$ cat src/rtl/ex_mem_stage.sv
// EX/MEM pipeline boundary: registers the ALU result and control bits,
// holds the architectural Z/N flags and resolves branches against them.
module ex_mem_stage #(
   parameter int DATA_W = 32,
   parameter int REG_AW = 6
) (
   input  logic              clk,
   input  logic              rst,
   input  logic              in_valid,
   input  logic              stall,
   input  logic              flush,
   input  logic [DATA_W-1:0] alu_res,
   input  logic              alu_z,
   input  logic              alu_n,
   input  logic              set_flags,
   input  logic [1:0]        br_type,
   input  logic [DATA_W-1:0] br_target,
   input  logic [REG_AW-1:0] rd,
   input  logic              reg_wr,
   input  logic              mem_rd,
   input  logic              mem_wr,
   input  logic [DATA_W-1:0] store_data,
   output logic              out_valid,
   output logic [DATA_W-1:0] out_res,
   output logic [REG_AW-1:0] out_rd,
   output logic              out_reg_wr,
   output logic              out_mem_rd,
   output logic              out_mem_wr,
   output logic [DATA_W-1:0] out_store_data,
   output logic              flag_z,
   output logic              flag_n,
   output logic              take_branch,
   output logic [DATA_W-1:0] branch_pc
);

   localparam logic [1:0] BR_NONE = 2'b00;
   localparam logic [1:0] BR_JUMP = 2'b01;
   localparam logic [1:0] BR_Z    = 2'b10;
   localparam logic [1:0] BR_N    = 2'b11;

   logic              cap;
   logic              taken;

   logic              valid_q,   valid_d;
   logic [DATA_W-1:0] res_q,     res_d;
   logic [REG_AW-1:0] rd_q,      rd_d;
   logic              reg_wr_q,  reg_wr_d;
   logic              mem_rd_q,  mem_rd_d;
   logic              mem_wr_q,  mem_wr_d;
   logic [DATA_W-1:0] sdata_q,   sdata_d;
   logic              flag_z_q,  flag_z_d;
   logic              flag_n_q,  flag_n_d;
   logic              br_q,      br_d;
   logic [DATA_W-1:0] br_pc_q,   br_pc_d;

   // An instruction enters the stage only when presented, not held and not killed.
   assign cap = in_valid & ~stall & ~flush;

   // Branch decode against the flags as they stand before this instruction.
   always_comb begin
      taken = 1'b0;
      case (br_type)
         BR_NONE: taken = 1'b0;
         BR_JUMP: taken = 1'b1;
         BR_Z:    taken = flag_z_q;
         BR_N:    taken = flag_n_q;
         default: taken = 1'b0;
      endcase
   end

   // Next-state for the boundary registers, flags and redirect pulse.
   always_comb begin
      valid_d  = valid_q;
      res_d    = res_q;
      rd_d     = rd_q;
      reg_wr_d = reg_wr_q;
      mem_rd_d = mem_rd_q;
      mem_wr_d = mem_wr_q;
      sdata_d  = sdata_q;
      flag_z_d = flag_z_q;
      flag_n_d = flag_n_q;
      br_d     = 1'b0;              // redirect is a single-cycle pulse, even under stall
      br_pc_d  = br_pc_q;
      if (!stall) begin
         if (cap) begin
            valid_d  = 1'b1;
            res_d    = alu_res;
            rd_d     = rd;
            reg_wr_d = reg_wr;
            mem_rd_d = mem_rd;
            mem_wr_d = mem_wr;
            sdata_d  = store_data;
            if (set_flags) begin
               flag_z_d = alu_z;
               flag_n_d = alu_n;
            end
            if (taken) begin
               br_d    = 1'b1;
               br_pc_d = br_target;
            end
         end else begin
            // Bubble or flush: data fields keep their last (defined) values.
            valid_d  = 1'b0;
            reg_wr_d = 1'b0;
            mem_rd_d = 1'b0;
            mem_wr_d = 1'b0;
         end
      end
   end

   // State registers; reset overrides stall and flush.
   always_ff @(posedge clk) begin
      if (rst) begin
         valid_q  <= 1'b0;
         res_q    <= '0;
         rd_q     <= '0;
         reg_wr_q <= 1'b0;
         mem_rd_q <= 1'b0;
         mem_wr_q <= 1'b0;
         sdata_q  <= '0;
         flag_z_q <= 1'b0;
         flag_n_q <= 1'b0;
         br_q     <= 1'b0;
         br_pc_q  <= '0;
      end else begin
         valid_q  <= valid_d;
         res_q    <= res_d;
         rd_q     <= rd_d;
         reg_wr_q <= reg_wr_d;
         mem_rd_q <= mem_rd_d;
         mem_wr_q <= mem_wr_d;
         sdata_q  <= sdata_d;
         flag_z_q <= flag_z_d;
         flag_n_q <= flag_n_d;
         br_q     <= br_d;
         br_pc_q  <= br_pc_d;
      end
   end

   assign out_valid      = valid_q;
   assign out_res        = res_q;
   assign out_rd         = rd_q;
   assign out_reg_wr     = reg_wr_q;
   assign out_mem_rd     = mem_rd_q;
   assign out_mem_wr     = mem_wr_q;
   assign out_store_data = sdata_q;
   assign flag_z         = flag_z_q;
   assign flag_n         = flag_n_q;
   assign take_branch    = br_q;
   assign branch_pc      = br_pc_q;

endmodule

$ cat config.mk
export PLATFORM = sky130hd
export DESIGN_NAME = ex_mem_stage
export DESIGN_NICKNAME = d
export VERILOG_FILES = /design/src/rtl/ex_mem_stage.sv
export SDC_FILE = /design/constraint.sdc
export NUM_CORES = 1
export LEC_CHECK = 0
export ABC_AREA = 1
export BUFFER_PORTS_ARGS = -buffer_cell sky130_fd_sc_hd__buf_2
export CORE_MARGIN = 5
export CORE_UTILIZATION = 48
export DETAILED_ROUTE_END_ITERATION = 7
export GPL_TIMING_DRIVEN = 0
export PLACE_DENSITY = 0.85
export REMOVE_ABC_BUFFERS = 1
export SYNTH_ARGS = -nofsm -noshare
export SYNTH_HDL_FRONTEND = slang
export SYNTH_SLANG_ARGS = --single-unit
$ cat constraint.sdc
create_clock -name clk -period 2.7 [get_ports clk]
set_clock_uncertainty 0.1 [all_clocks]
set_input_delay 0.54 -clock clk [delete_from_list [all_inputs] [get_ports clk]]
set_output_delay 0.54 -clock clk [all_outputs]
set_load 0.1 [all_outputs]
==> impl_metrics.tcl <==
set metrics [dict create \
    slew_headroom_pct 48.6 \
    fill_cells 739 \
    firstDrtPassIters 4 \
    layout_min_cycle_time_ns 2.13 \
    finalSetupViolCount 0 \
    clock_path_buffers 2 \
    rr_worst_depth 6 \
    fmax_mhz 469 \
    slew_viol_final 0 \
    grt_usage_pct 20.7 \
    syn_area_per_cell_um2 7.44 \
    drive_above_1_share_pct 33.0 \
    use_met2_pct 36.7 \
    hold_class "in -> reg" \
    drc 0 \
    grt_max_degree 77 \
    r2r_slack_ns 0.57 \
    hpwl_um 8590 \
    cp_top_family "simple AND/OR/NAND/NOR gates" \
    ir_worst_vdd_v 0.000278 \
    htreeDepth 3 \
    cts.clk_slew.worst_paths_ns 0.11 \
    reg2reg_to "branch_pc[8]$_SDFFE_PP0P_" \
    startpoint_type "flip-flop" \
    cts_setup_buffers 0 \
    end_kind "flip-flop" \
    overflow 0 \
    ant_nets 0 \
    synthCells 550 \
    drt_iter0_markers 105 \
    numCtsBuffers 9 \
    nNetsFinal 865 \
    die_h_um 102 \
    worstReg2RegStart "flag_n$_SDFFE_PP0P_" \
    slowest_stage "nor2_4" \
    synthDistinctLibCells 18 \
    ys_seq_area_share_pct 53.3 \
    cp_common_cell "nor2_1" \
    tns_ns 0 \
    min_path_cells 3 \
    cts_root_buf "clkbuf_8" \
    rsz0062_at_grt "no" \
    syn_to_final_growth_pct 33.2 \
    syn_area_um2 4090 \
    totalWireLength_um 11500 \
    p_leak_nw 2.71 \
    critPathKind "reg -> reg" \
    yosysWarnings 0 \
    grt_busiest_layer "met2" \
    critical-path-max-stage-delay_ns 0.61 \
    grtUsageMet1_pct 24.2 \
    core_um2 8260 \
    fin_crit_sh_pct 79.0 \
    status "finished, final reports clean" \
    drt-wirelength-per-cell_um 13.4 \
    antenna_found_initial 0 \
    post_drt_via_cell_ratio 4.86 \
    power.density_nw_per_um2 605 \
    start_util_pct 49.6 \
    cts_sinks 109 \
    io_buffers 223 \
    crit_chain "inv_1, nand3_2, nand2_1, nor2_4, nor2_1, nor2_1" \
    cp.arrival_ns 2.33 \
    clk_latency_ns 0.34 \
    ios 224 \
    row_count 33 \
    path_max_fanout 33 \
    diodes 0 \
    total_power_w 0.00330 \
    crit_required_ns 2.89 \
    hold_violations 0 \
    dieArea_um2 10500 \
    vias 4173 \
    die_w_um 102 \
    first_global_vias 3910 \
    worst_pin_slew_ns 0.770 \
    min_from "store_data[24]" \
    cts_tree "built" \
    path_buf_inv 1 \
    cap_viol_max_count 0 \
    met3_usage_pct 6.42 \
    hold_end "out_store_data[24]$_SDFFE_PP0P_" \
    ys_seq_elements 109 \
    gp_congestion 0.788 \
    grt_pass1_wl_um 17700 \
]
synth_stat cells:
| cell | count | area share (%) |
|---|---|---|
| nor2_4 | 2 | 0.55 |
| nor3_1 | 1 | 0.12 |
| dfxtp_1 | 109 | 53 |
| nand4_1 | 32 | 4.9 |
| buf_4 | 6 | 1.1 |
| nand2_1 | 184 | 17 |
| clkinv_1 | 1 | 0.092 |
| buf_6 | 3 | 0.83 |
| o21ai_0 | 2 | 0.24 |
| nor2_1 | 68 | 6.2 |
| a21oi_1 | 74 | 9.0 |
| inv_1 | 35 | 3.2 |
| buf_1 | 3 | 0.28 |
| inv_2 | 1 | 0.092 |
| clkbuf_1 | 16 | 1.5 |
| nand3_1 | 1 | 0.12 |
| nand3b_1 | 1 | 0.18 |
| buf_2 | 11 | 1.3 |
cells by family (layout without fill, tap and decap cells):
kind of cell	after synthesis	after routing	synth area share (%)
simple gates	289	289	29.0
flops	109	109	53.3
compound gates	76	76	9.29
buf+inv	76	280	8.41
registers in the layout, summed over array words and instances (netlist names), 6 cells and up:
| name | count |
|---|---|
| out_res | 32 |
| branch_pc | 32 |
| out_store_data | 32 |
| out_rd | 6 |
report_power, final:
| group | switching, W | total [W] | internal, W |
|---|---|---|---|
| Combinational | 0.000552 | 0.000706 | 0.000153 |
| Clock | 0.000541 | 0.000909 | 0.000368 |
| Sequential | 0.0000245 | 0.00168 | 0.00166 |
area by class of cell:
type | count | area [um^2] | area share [%]
clock buffers | 10 | 138 | 2.53
clock inverters | 5 | 43.8 | 0.803
inverters | 37 | 140 | 2.57
multi-input cells | 365 | 1570 | 28.9
flip-flops and latches | 109 | 2180 | 40.0
well taps | 105 | 131 | 2.41
repair buffers | 228 | 1240 | 22.8
through the flow:
step                setup slack [ns]  cells  instance area (um^2)  hold slack, ns  utilization (%)
global route                   0.346    859                  5450           0.293             66.0
detailed placement            -0.639    844                  5260           0.351             63.7
CTS                            0.138    859                  5440           0.299             65.9
global placement               -1.58    839                  5130           0.340             62.2
finish                         0.568    859                  5450           0.321             66.0
floorplan                     -0.422    511                  3890           0.509                -
metal layers:
| layer | vias to the layer above | part of all wire (%) |
|---|---|---|
| met1 | 1864 | 39 |
| li1 | 2130 | - |
| met3 | 16 | 10 |
| met2 | 163 | 49 |
| met4 | 0 | 1.6 |
| met5 | - | 0 |
worst max path at each step:
| stage | cells past startpoint | slack [ns] | to | startpoint |
|---|---|---|---|---|
| floorplan | 4 | -0.42 | branch_pc[0]$_SDFFE_PP0P_ | flush |
| global placement | 5 | -1.58 | branch_pc[3]$_SDFFE_PP0P_ | flush |
| detailed placement | 4 | -0.64 | flag_n$_SDFFE_PP0P_ | rst |
| CTS | 6 | 0.14 | branch_pc[8]$_SDFFE_PP0P_ | flag_n$_SDFFE_PP0P_ |
| global route | 6 | 0.35 | branch_pc[16]$_SDFFE_PP0P_ | flag_n$_SDFFE_PP0P_ |
| finish | 6 | 0.57 | branch_pc[8]$_SDFFE_PP0P_ | flag_n$_SDFFE_PP0P_ |
worst min-delay path: stages:
cell	delay, ns
buf_2	0.09
nand2_1	0.05
a21oi_1	0.05
timing repair:
item	4_1_cts	5_1_grt
gates resized for setup	1	2
endpoints found under the setup margin	34	32
hold buffers	0	0
cell usage in the layout (no fill, tap or decap):
cell type and count:
nor3_1 1, nor2_1 68, buf_16 3, inv_1 35, nand3_2 1, buf_12 2, nand4_1 32, clkinv_2 1
buf_4 1, nand3b_1 1, inv_8 1, inv_2 1, clkinvlp_4 2, nand2_2 1, clkinv_4 1, buf_2 222
clkbuf_8 10, nor2_4 2, a21oi_1 74, dfxtp_1 109, nand2_1 183, o21ai_0 2, inv_6 1
No activity file was read; power rests on OpenSTA's default activity.
